`src/rtl/lsu_mem_stage.sv`:
```
// MEM stage of the RV32I pipeline: drives loads/stores over a req/gnt/rvalid data bus,
// stalls upstream while an access is outstanding and owns the MEM/WB register.
module lsu_mem_stage #(
    parameter int unsigned RESP_TIMEOUT = 32'd255
) (
    input  logic        clk,
    input  logic        rst_n,
    input  logic        ex_mem_valid,
    input  logic [31:0] ex_mem_alu_result,
    input  logic [31:0] ex_mem_store_data,
    input  logic [4:0]  ex_mem_rd,
    input  logic        ex_mem_reg_write,
    input  logic        ex_mem_mem_read,
    input  logic        ex_mem_mem_write,
    input  logic [2:0]  ex_mem_funct3,
    output logic        mem_stall,
    output logic        dbus_req,
    output logic        dbus_we,
    output logic [31:0] dbus_addr,
    output logic [31:0] dbus_wdata,
    output logic [3:0]  dbus_wstrb,
    input  logic        dbus_gnt,
    input  logic        dbus_rvalid,
    input  logic [31:0] dbus_rdata,
    input  logic        dbus_err,
    output logic        mem_wb_valid,
    output logic        mem_wb_reg_write,
    output logic [4:0]  mem_wb_rd,
    output logic [31:0] mem_wb_wdata,
    output logic        exc_valid,
    output logic [1:0]  exc_cause,
    output logic [31:0] exc_addr
);

    typedef enum logic [1:0] {
        ST_IDLE = 2'd0,
        ST_REQ  = 2'd1,
        ST_WAIT = 2'd2
    } state_t;

    state_t      r_state;
    state_t      w_state_nxt;
    logic [31:0] r_addr;
    logic [31:0] r_wdata;
    logic [3:0]  r_wstrb;
    logic        r_we;
    logic [2:0]  r_funct3;
    logic [4:0]  r_rd;
    logic        r_reg_write;
    logic [31:0] r_tmo_cnt;
    logic        r_wb_valid, r_wb_rw;
    logic [4:0]  r_wb_rd;
    logic [31:0] r_wb_data;
    logic        r_exc_valid;
    logic [1:0]  r_exc_cause;
    logic [31:0] r_exc_addr;

    logic        w_mem_op, w_f3_legal, w_misalign, w_fault, w_start, w_latch, w_timeout;
    logic [1:0]  w_fault_cause;
    logic [31:0] w_fmt_wdata, w_shifted, w_load_data;
    logic [3:0]  w_fmt_wstrb;
    logic        w_wb_valid_nxt, w_wb_rw_nxt, w_exc_valid_nxt;
    logic [4:0]  w_wb_rd_nxt;
    logic [31:0] w_wb_data_nxt, w_exc_addr_nxt;
    logic [1:0]  w_exc_cause_nxt;

    assign dbus_req         = (r_state == ST_REQ);
    assign dbus_we          = r_we;
    assign dbus_addr        = {r_addr[31:2], 2'b00};
    assign dbus_wdata       = r_wdata;
    assign dbus_wstrb       = r_wstrb;
    assign mem_wb_valid     = r_wb_valid;
    assign mem_wb_reg_write = r_wb_rw;
    assign mem_wb_rd        = r_wb_rd;
    assign mem_wb_wdata     = r_wb_data;
    assign exc_valid        = r_exc_valid;
    assign exc_cause        = r_exc_cause;
    assign exc_addr         = r_exc_addr;

    // Decode legality and alignment of the incoming access; read wins over write.
    always_comb begin
        w_mem_op   = ex_mem_valid & (ex_mem_mem_read | ex_mem_mem_write);
        w_f3_legal = 1'b0;
        w_misalign = 1'b0;
        case (ex_mem_funct3)
            3'b000: w_f3_legal = 1'b1;
            3'b001: begin w_f3_legal = 1'b1;            w_misalign = ex_mem_alu_result[0];       end
            3'b010: begin w_f3_legal = 1'b1;            w_misalign = |ex_mem_alu_result[1:0];    end
            3'b100: begin w_f3_legal = ex_mem_mem_read; w_misalign = 1'b0;                       end
            3'b101: begin w_f3_legal = ex_mem_mem_read; w_misalign = ex_mem_alu_result[0];       end
            default: begin w_f3_legal = 1'b0;           w_misalign = 1'b0;                       end
        endcase
        w_fault = w_mem_op & (~w_f3_legal | w_misalign);
        w_start = w_mem_op & w_f3_legal & ~w_misalign;
        if (!w_f3_legal) begin
            w_fault_cause = 2'b10;
        end else begin
            w_fault_cause = 2'b01;
        end
    end

    // Replicate store data across lanes and build byte enables from the offset.
    always_comb begin
        w_fmt_wdata = 32'd0;
        w_fmt_wstrb = 4'b0000;
        if (!ex_mem_mem_read) begin
            case (ex_mem_funct3[1:0])
                2'b00: begin w_fmt_wdata = {4{ex_mem_store_data[7:0]}};  w_fmt_wstrb = 4'b0001 << ex_mem_alu_result[1:0]; end
                2'b01: begin w_fmt_wdata = {2{ex_mem_store_data[15:0]}}; w_fmt_wstrb = 4'b0011 << ex_mem_alu_result[1:0]; end
                2'b10: begin w_fmt_wdata = ex_mem_store_data;            w_fmt_wstrb = 4'b1111;                           end
                default: begin w_fmt_wdata = 32'd0;                      w_fmt_wstrb = 4'b0000;                           end
            endcase
        end else begin
            w_fmt_wdata = 32'd0;
            w_fmt_wstrb = 4'b0000;
        end
    end

    // Extract and extend the loaded byte/halfword using the latched offset.
    always_comb begin
        w_shifted = dbus_rdata >> {r_addr[1:0], 3'b000};
        case (r_funct3)
            3'b000:  w_load_data = {{24{w_shifted[7]}}, w_shifted[7:0]};
            3'b001:  w_load_data = {{16{w_shifted[15]}}, w_shifted[15:0]};
            3'b010:  w_load_data = dbus_rdata;
            3'b100:  w_load_data = {24'd0, w_shifted[7:0]};
            3'b101:  w_load_data = {16'd0, w_shifted[15:0]};
            default: w_load_data = 32'd0;
        endcase
    end

    // Next state, stall, and next MEM/WB / exception contents.
    always_comb begin
        w_state_nxt     = r_state;
        mem_stall       = 1'b0;
        w_timeout       = 1'b0;
        w_latch         = 1'b0;
        w_wb_valid_nxt  = 1'b0;
        w_wb_rw_nxt     = 1'b0;
        w_wb_rd_nxt     = 5'd0;
        w_wb_data_nxt   = 32'd0;
        w_exc_valid_nxt = 1'b0;
        w_exc_cause_nxt = r_exc_cause;
        w_exc_addr_nxt  = r_exc_addr;
        case (r_state)
            ST_IDLE: begin
                if (w_start) begin
                    mem_stall   = 1'b1;
                    w_latch     = 1'b1;
                    w_state_nxt = ST_REQ;
                end else if (w_fault) begin
                    w_wb_valid_nxt  = 1'b1;
                    w_exc_valid_nxt = 1'b1;
                    w_exc_cause_nxt = w_fault_cause;
                    w_exc_addr_nxt  = ex_mem_alu_result;
                end else if (ex_mem_valid) begin
                    w_wb_valid_nxt = 1'b1;
                    w_wb_rw_nxt    = ex_mem_reg_write;
                    w_wb_rd_nxt    = ex_mem_rd;
                    w_wb_data_nxt  = ex_mem_alu_result;
                end else begin
                    w_state_nxt = ST_IDLE;
                end
            end
            ST_REQ: begin
                mem_stall = 1'b1;
                if (dbus_gnt) begin
                    w_state_nxt = ST_WAIT;
                end else begin
                    w_state_nxt = ST_REQ;
                end
            end
            ST_WAIT: begin
                w_timeout = (RESP_TIMEOUT != 32'd0) && (r_tmo_cnt == RESP_TIMEOUT - 32'd1) && !dbus_rvalid;
                mem_stall = ~(dbus_rvalid | w_timeout);
                if (dbus_rvalid && !dbus_err) begin
                    w_state_nxt    = ST_IDLE;
                    w_wb_valid_nxt = 1'b1;
                    w_wb_rw_nxt    = r_reg_write & ~r_we;
                    w_wb_rd_nxt    = r_rd;
                    w_wb_data_nxt  = r_we ? 32'd0 : w_load_data;
                end else if (dbus_rvalid || w_timeout) begin
                    w_state_nxt     = ST_IDLE;
                    w_wb_valid_nxt  = 1'b1;
                    w_exc_valid_nxt = 1'b1;
                    w_exc_cause_nxt = 2'b11;
                    w_exc_addr_nxt  = r_addr;
                end else begin
                    w_state_nxt = ST_WAIT;
                end
            end
            default: w_state_nxt = ST_IDLE;
        endcase
    end

    // FSM state, response timer and latched request fields.
    always_ff @(posedge clk or negedge rst_n) begin
        if (!rst_n) begin
            r_state     <= ST_IDLE;
            r_tmo_cnt   <= 32'd0;
            r_addr      <= 32'd0;
            r_wdata     <= 32'd0;
            r_wstrb     <= 4'b0000;
            r_we        <= 1'b0;
            r_funct3    <= 3'b000;
            r_rd        <= 5'd0;
            r_reg_write <= 1'b0;
        end else begin
            r_state   <= w_state_nxt;
            r_tmo_cnt <= (r_state == ST_WAIT) ? r_tmo_cnt + 32'd1 : 32'd0;
            if (w_latch) begin
                r_addr      <= ex_mem_alu_result;
                r_wdata     <= w_fmt_wdata;
                r_wstrb     <= w_fmt_wstrb;
                r_we        <= ~ex_mem_mem_read;
                r_funct3    <= ex_mem_funct3;
                r_rd        <= ex_mem_rd;
                r_reg_write <= ex_mem_reg_write;
            end
        end
    end

    // MEM/WB register and exception reporting.
    always_ff @(posedge clk or negedge rst_n) begin
        if (!rst_n) begin
            r_wb_valid  <= 1'b0;
            r_wb_rw     <= 1'b0;
            r_wb_rd     <= 5'd0;
            r_wb_data   <= 32'd0;
            r_exc_valid <= 1'b0;
            r_exc_cause <= 2'b00;
            r_exc_addr  <= 32'd0;
        end else begin
            r_wb_valid  <= w_wb_valid_nxt;
            r_wb_rw     <= w_wb_rw_nxt;
            r_wb_rd     <= w_wb_rd_nxt;
            r_wb_data   <= w_wb_data_nxt;
            r_exc_valid <= w_exc_valid_nxt;
            r_exc_cause <= w_exc_cause_nxt;
            r_exc_addr  <= w_exc_addr_nxt;
        end
    end

endmodule

```
`config.mk`:
```
export PLATFORM = sky130hd
export DESIGN_NAME = lsu_mem_stage
export DESIGN_NICKNAME = d
export VERILOG_FILES = /design/src/rtl/lsu_mem_stage.sv
export SDC_FILE = /design/constraint.sdc
export NUM_CORES = 1
export LEC_CHECK = 0
export ABC_AREA = 0
export CAP_MARGIN = 10
export CORE_MARGIN = 1
export CORE_UTILIZATION = 35
export CTS_CLUSTER_SIZE = 25
export DETAILED_ROUTE_END_ITERATION = 10
export GPL_TIMING_DRIVEN = 0
export SYNTH_ARGS = -nofsm -noshare
export SYNTH_HDL_FRONTEND = slang
export SYNTH_SLANG_ARGS = --single-unit
```
`constraint.sdc`:
```
create_clock -name clk -period 2.4 [get_ports clk]
set_clock_uncertainty 0.1 [all_clocks]
set_input_delay 0.24 -clock clk [delete_from_list [all_inputs] [get_ports clk]]
set_output_delay 0.24 -clock clk [all_outputs]
set_load 0.02 [all_outputs]
```
Word-level counts from Yosys, hierarchy flattened
Index checks and enable logic that the tools add are counted.
{ "word_totals": {"register_bits": 186, "in_bits": 113, "out_inout_bits": 145, "wordCells": 123} }
{ "op_classes": {"n_addsub": 1, "n_eq_ne": 19, "shift": 3, "muxes": 55, "n_bitwise": 13, "reduce_logical": 16} }
{ "ops": {"columns": ["operator", "count"], "rows": [
  ["$mux W32", 11],
  ["$pmux W32 S5", 1],
  ["$pmux W32 S2", 2],
  ["$pmux W32 S3", 1],
  ["$add A32 B1 Y32 const B", 1],
  ["$eq A32 B8 Y1 const B", 1],
  ["$shr A32 B5 Y16", 1],
  ["$mux W2", 11],
  ["$mux W5", 4],
  ["$mux W1", 14],
  ["$eq A3 B3 Y1 const B", 4],
  ["$pmux W4 S3", 1],
  ["$pmux W1 S2", 5],
  ["$pmux W5 S2", 1],
  ["$ne A2 B2 Y1 const B", 4],
  ["$eq A3 B1 Y1 const B", 2],
  ["$eq A3 B2 Y1 const B", 2],
  ["$logic_not A3 Y1", 2],
  ["$ne A3 B3 Y1 const B", 2],
  ["$pmux W2 S3", 1],
  ["$reduce_or A2 Y1", 3],
  ["$and A1 B1 Y1", 5],
  ["$not A1 Y1", 5],
  ["$reduce_and A5 Y1", 1],
  ["other kinds (15)", 22]
]} }

Depth between registers and ports, before layout
{ "logic_depth": {"ltp_word": 9, "ltp_mapped": 8, "depth_no_buf": 7} }

Worst setup path before layout
Ideal clock, no wire load.
{ "synth_timing": {"path_type": "flip-flop to flip-flop", "start": "reg r_state[0]", "end": "reg r_exc_addr[28], in the netlist exc_addr[28]", "setup_time_ps": 125, "arrival_ps": 1855, "t_required_ps": 2175, "slack_ps": 320, "stages_incl_launch_ff": 6, "n_path_buf": 2, "synth_period_minus_slack_ps": 2080, "cell_sequence": "dfrtp_1 nand2b_1 buf_1 clkbuf_1 mux2_2 mux2_4"} }
{ "synth_between": {"elab_chain_len": 3, "word_cells_on_any_way": 9, "cone_classes": "eq/ne (5); mux (1); reduce/logical (3)"} }
{ "synth_rtl": {"columns": ["element", "line_no", "rtl"], "rows": [
  ["from (decl)", "41", "state_t r_state;"],
  ["from (signal assigned)", "209", "r_state <= w_state_nxt;"],
  ["$eq A2 B2 Y1 / $logic_not A2 Y1 (equally long branches)", "145", "case (r_state)"],
  ["$ne A2 B2 Y1 (no line) / $reduce_bool A2 Y1 (equally long branches)", null, null],
  ["$reduce_and A5 Y1 (no line)", null, null],
  ["to (signal assigned)", "240", "r_exc_addr <= w_exc_addr_nxt;"],
  ["to (decl)", "56", "logic [31:0] r_exc_addr;"]
]} }
Several ways; a longest one is shown, not always the timed one.
A chain may end at the register's enable or synchronous reset.

Worst setup path in the final report
{ "layout_timing": {"start": "reg r_tmo_cnt[14]", "end": "reg r_exc_addr[28], in the netlist exc_addr[28]"} }
{ "layout_between": {"elab_chain_len": 5} }
{ "layout_rtl": {"columns": ["element", "line_no", "rtl"], "rows": [
  ["from (decl)", "50", "logic [31:0] r_tmo_cnt;"],
  ["from (signal assigned)", "210", "r_tmo_cnt <= (r_state == ST_WAIT) ? r_tmo_cnt + 32'd1 : 32'd0;"],
  ["$eq A32 B8 Y1", "174", "w_timeout = (RESP_TIMEOUT != 32'd0) && (r_tmo_cnt == RESP_TIMEOUT - 32'd1) && !dbus_rvalid;"],
  ["$logic_and A1 B1 Y1", "174", null],
  ["$logic_or A1 B1 Y1", "182", "end else if (dbus_rvalid || w_timeout) begin"],
  ["$ne A2 B2 Y1 (no line)", null, null],
  ["$reduce_and A5 Y1 (no line)", null, null]
]} }
Every way passes these cells.

==> impl_metrics.json <==
{
  "wl_per_cell_um": 19.4,
  "vias_per_cell": 5.10,
  "finalWirelength_um": 28500,
  "final_max_slew_viol_count": 0,
  "insertedDiodeCount": 0,
  "syn_inst": 839,
  "nFillCells": 2391,
  "outcome": "finished clean",
  "max_clock_freq_ghz": 0.431,
  "nets": 1241,
  "p_per_area_mw_per_mm2": 887,
  "gr-total-overflow": 0,
  "count_of_flip_flops_with_a_built_in_enable_after_synthesis": 0,
  "final_weighted_congestion_of_routability_driven_global_placement": 0.900,
  "drt-initial-drc-count": 467,
  "crit_chain": "nor4_2 > nand4_1 > nor4_4 > buf_4 > a221oi_4 > buf_12 > buf_6 > mux2_4",
  "maxCapViolations": 0,
  "timing.critical_path.depth": 8,
  "clk_pin_slew_ps": 70,
  "drtPass1Iterations": 6,
  "final.setup.worst_slack_ps": 78.1,
  "timing.final.setup_violations": 0,
  "synthArstFlopShare_pct": 100,
  "setup.worst_path.start_class": "flip-flop",
  "flow.area_growth_from_synthesis_pct": 41.4,
  "fp.dieW_um": 163,
  "cts_made_buffers": 17,
  "worst_min_delay_path_category": "in -> reg",
  "synthesized_area_mm2": 0.00912,
  "fp.dieArea_mm2": 0.0267,
  "dominantRegCellSynth": "dfrtp_1",
  "hpwl_um": 21100,
  "synth_seq_cells": 186,
  "antenna_violations_before_repair": 1,
  "remaining_drc_errors": 0,
  "ios": 258,
  "final.min_clock_period_ps": 2320,
  "routed-via-count": 7493,
  "cts_tree": "yes",
  "timing.final.crit_share_pct": 96.7,
  "critical_path.n_buffers_inverters": 3,
  "critPathRequiredTime_ps": 2620,
  "ant_nets": 0,
  "irDropWorstVdd_mv": 0.469,
  "portBuffers": 254,
  "detailedPlace.worstSlack_ps": -709,
  "holdPathStages": 3,
  "grt_pass1_wl_um": 43800,
  "postSynthAreaPerCell_um2": 10.9,
  "cts_root_buf": "clkbuf_16",
  "relSlewSlack_pct": 45.8,
  "critical_path.endpoint_type": "flip-flop",
  "layout-drive-gt1-share_pct": 21.0,
  "cts.htree.levels": 4,
  "cp.arrival_ps": 2540,
  "fin_tns_setup_ps": 0,
  "cellLeakagePower_nw": 5.30,
  "critical_path.top_delay_family": "simple AND/OR/NAND/NOR gates",
  "synth.yosys.seq_area_share_pct": 51.0,
  "rows": 58,
  "design.core.area_mm2": 0.0254,
  "timing.critical_path.slowest_cell_delay_ps": 420,
  "setup.worst_path.class": "reg -> reg",
  "start_util_pct": 35.9,
  "synth_warnings": 0,
  "final-instance-count-excl-fill": 1469,
  "timing.critical_path.fanout_max": 10,
  "first_global_vias": 7582,
  "clock_insertion_delay_worst_skew_ps": 430,
  "synthDistinctLibCells": 54,
  "grtUsageTotal_pct": 21.8,
  "worstMarginPinSlew_ps": 810,
  "numClockSinks": 186,
  "number_of_instances_in_the_placed_design": 1425,
  "grt_start_max_net_pins": 114,
  "cts.path.max_buffers": 2,
  "reg2reg_depth": 8,
  "report.final.hold_viol_count": 0,
  "floorplan.die.height_um": 163,
  "crit_slowest_cell": "dfrtp_1"
}
-- cells in the mapped netlist, drive strengths merged (11+ instances only) --
cell	number	share of area, %
a211oi	15	1.2
a21oi	66	3.6
a221o	24	2.8
buf	55	4.2
clkbuf	33	1.4
dfrtp	186	51
inv	13	0.54
mux2	106	13
nand2	79	3.3
nand2b	12	0.82
nor2	55	2.3
nor2b	18	1.2
nor3	11	0.60
nor4	11	0.99
o21ai	34	1.9
o31ai	27	2.2
xnor2	19	1.8
-- placed cells by master (no fill, tap or decap), types with 17 or more instances in the layout --
cell type / netlist / layout
a21oi_1: 66 / 66
buf_4: 32 / 43
clkbuf_1: 33 / 29
clkbuf_16: 0 / 17
clkdlybuf4s50_1: 0 / 251
dfrtp_1: 186 / 184
mux2_2: 103 / 103
nand2_1: 79 / 79
nor2_1: 55 / 55
nor2b_1: 18 / 18
o21ai_0: 34 / 34
o31ai_1: 27 / 27
xnor2_1: 19 / 19
-- flip-flops by register name, summed over array words and instances, names as in the netlist, 2 cells and up --
name and flops:
dbus_wstrb 4, r_rd 5, exc_addr 32, dbus_wdata 32, r_state 2, r_funct3 3
exc_cause 2, r_addr 32, mem_wb_wdata 32, mem_wb_rd 5, r_tmo_cnt 32
-- path summary, 6_finish.rpt --
kind,to,slack [ps],from
worst max register to register,exc_addr[28],80,r_tmo_cnt[14]
max in group asynchronous,r_tmo_cnt[9],970,rst_n
worst min register to register,dbus_wdata[20],380,dbus_wdata[20]
worst min-delay path,mem_wb_wdata[1],140,ex_mem_alu_result[1]
min in group asynchronous,r_tmo_cnt[27],270,rst_n
worst max-delay path,exc_addr[28],80,r_tmo_cnt[14]
-- per-layer routing --
metal,global-route usage [%],routed length (µm),vias to the layer above
met5,0,13,-
met2,34.0,13200,246
met3,5.56,1830,40
met4,6.50,568,2
met1,29.5,12900,3667
li1,-,-,3538
-- worst min-delay path, stage by stage --
cell      delay, ps
clkbuf_1        200
nand2_1         110
o21ai_0          80
-- through the flow --
step / instance area, µm² / total power, mW / hold slack, ps / utilization, %
2_1_floorplan: 9120 / 6.55 / -156 / -
4_1_cts: 12800 / 11.5 / 127 / 50.4
3_5_place_dp: 12100 / 8.55 / 165 / 47.7
6_report: 12900 / 11.4 / 142 / 50.8
3_3_place_gp: 12100 / 8.52 / 359 / 47.6
5_1_grt: 12900 / 12.0 / 199 / 50.8
-- power breakdown --
part,total (mW),leakage [nW],switching [mW],internal (mW)
clock,2.92,0.292,1.33,1.59
sequential,4.22,2.40,0.412,3.80
combinational,4.30,2.61,2.07,2.22
total,11.4,5.30,3.81,7.62
-- cells by family after synthesis --
group / synth area share, %
and+or+nand+nor: 12.5
buffers and inverters: 6.06
other: 0.0411
AOI/OAI and AO/OA: 13.5
DFF: 51.0
adders and majority gates: 0.274
xor gates and xnor gates: 2.31
muxes: 14.3
-- what timing repair did --
item	4_1_cts	5_1_grt
pin swaps	4	6
resized for setup	14	12
setup buffers	7	5
hold buffers	1	0
endpoints found under the setup margin	148	68
hold endpoints to repair	73	0
-- cell type report --
cell class / instances / area (µm²) / area share, %
Sequential cell: 186 / 4660 / 36.1
Multi-Input combinational cell: 553 / 3980 / 30.8
Timing Repair Buffer: 268 / 2690 / 20.9
Buffer: 87 / 508 / 3.94
Clock buffer: 18 / 439 / 3.41
Tap cell: 330 / 413 / 3.20
Clock inverter: 14 / 160 / 1.24
Inverter: 13 / 48.8 / 0.378
No activity file was read; power rests on OpenSTA's default activity.
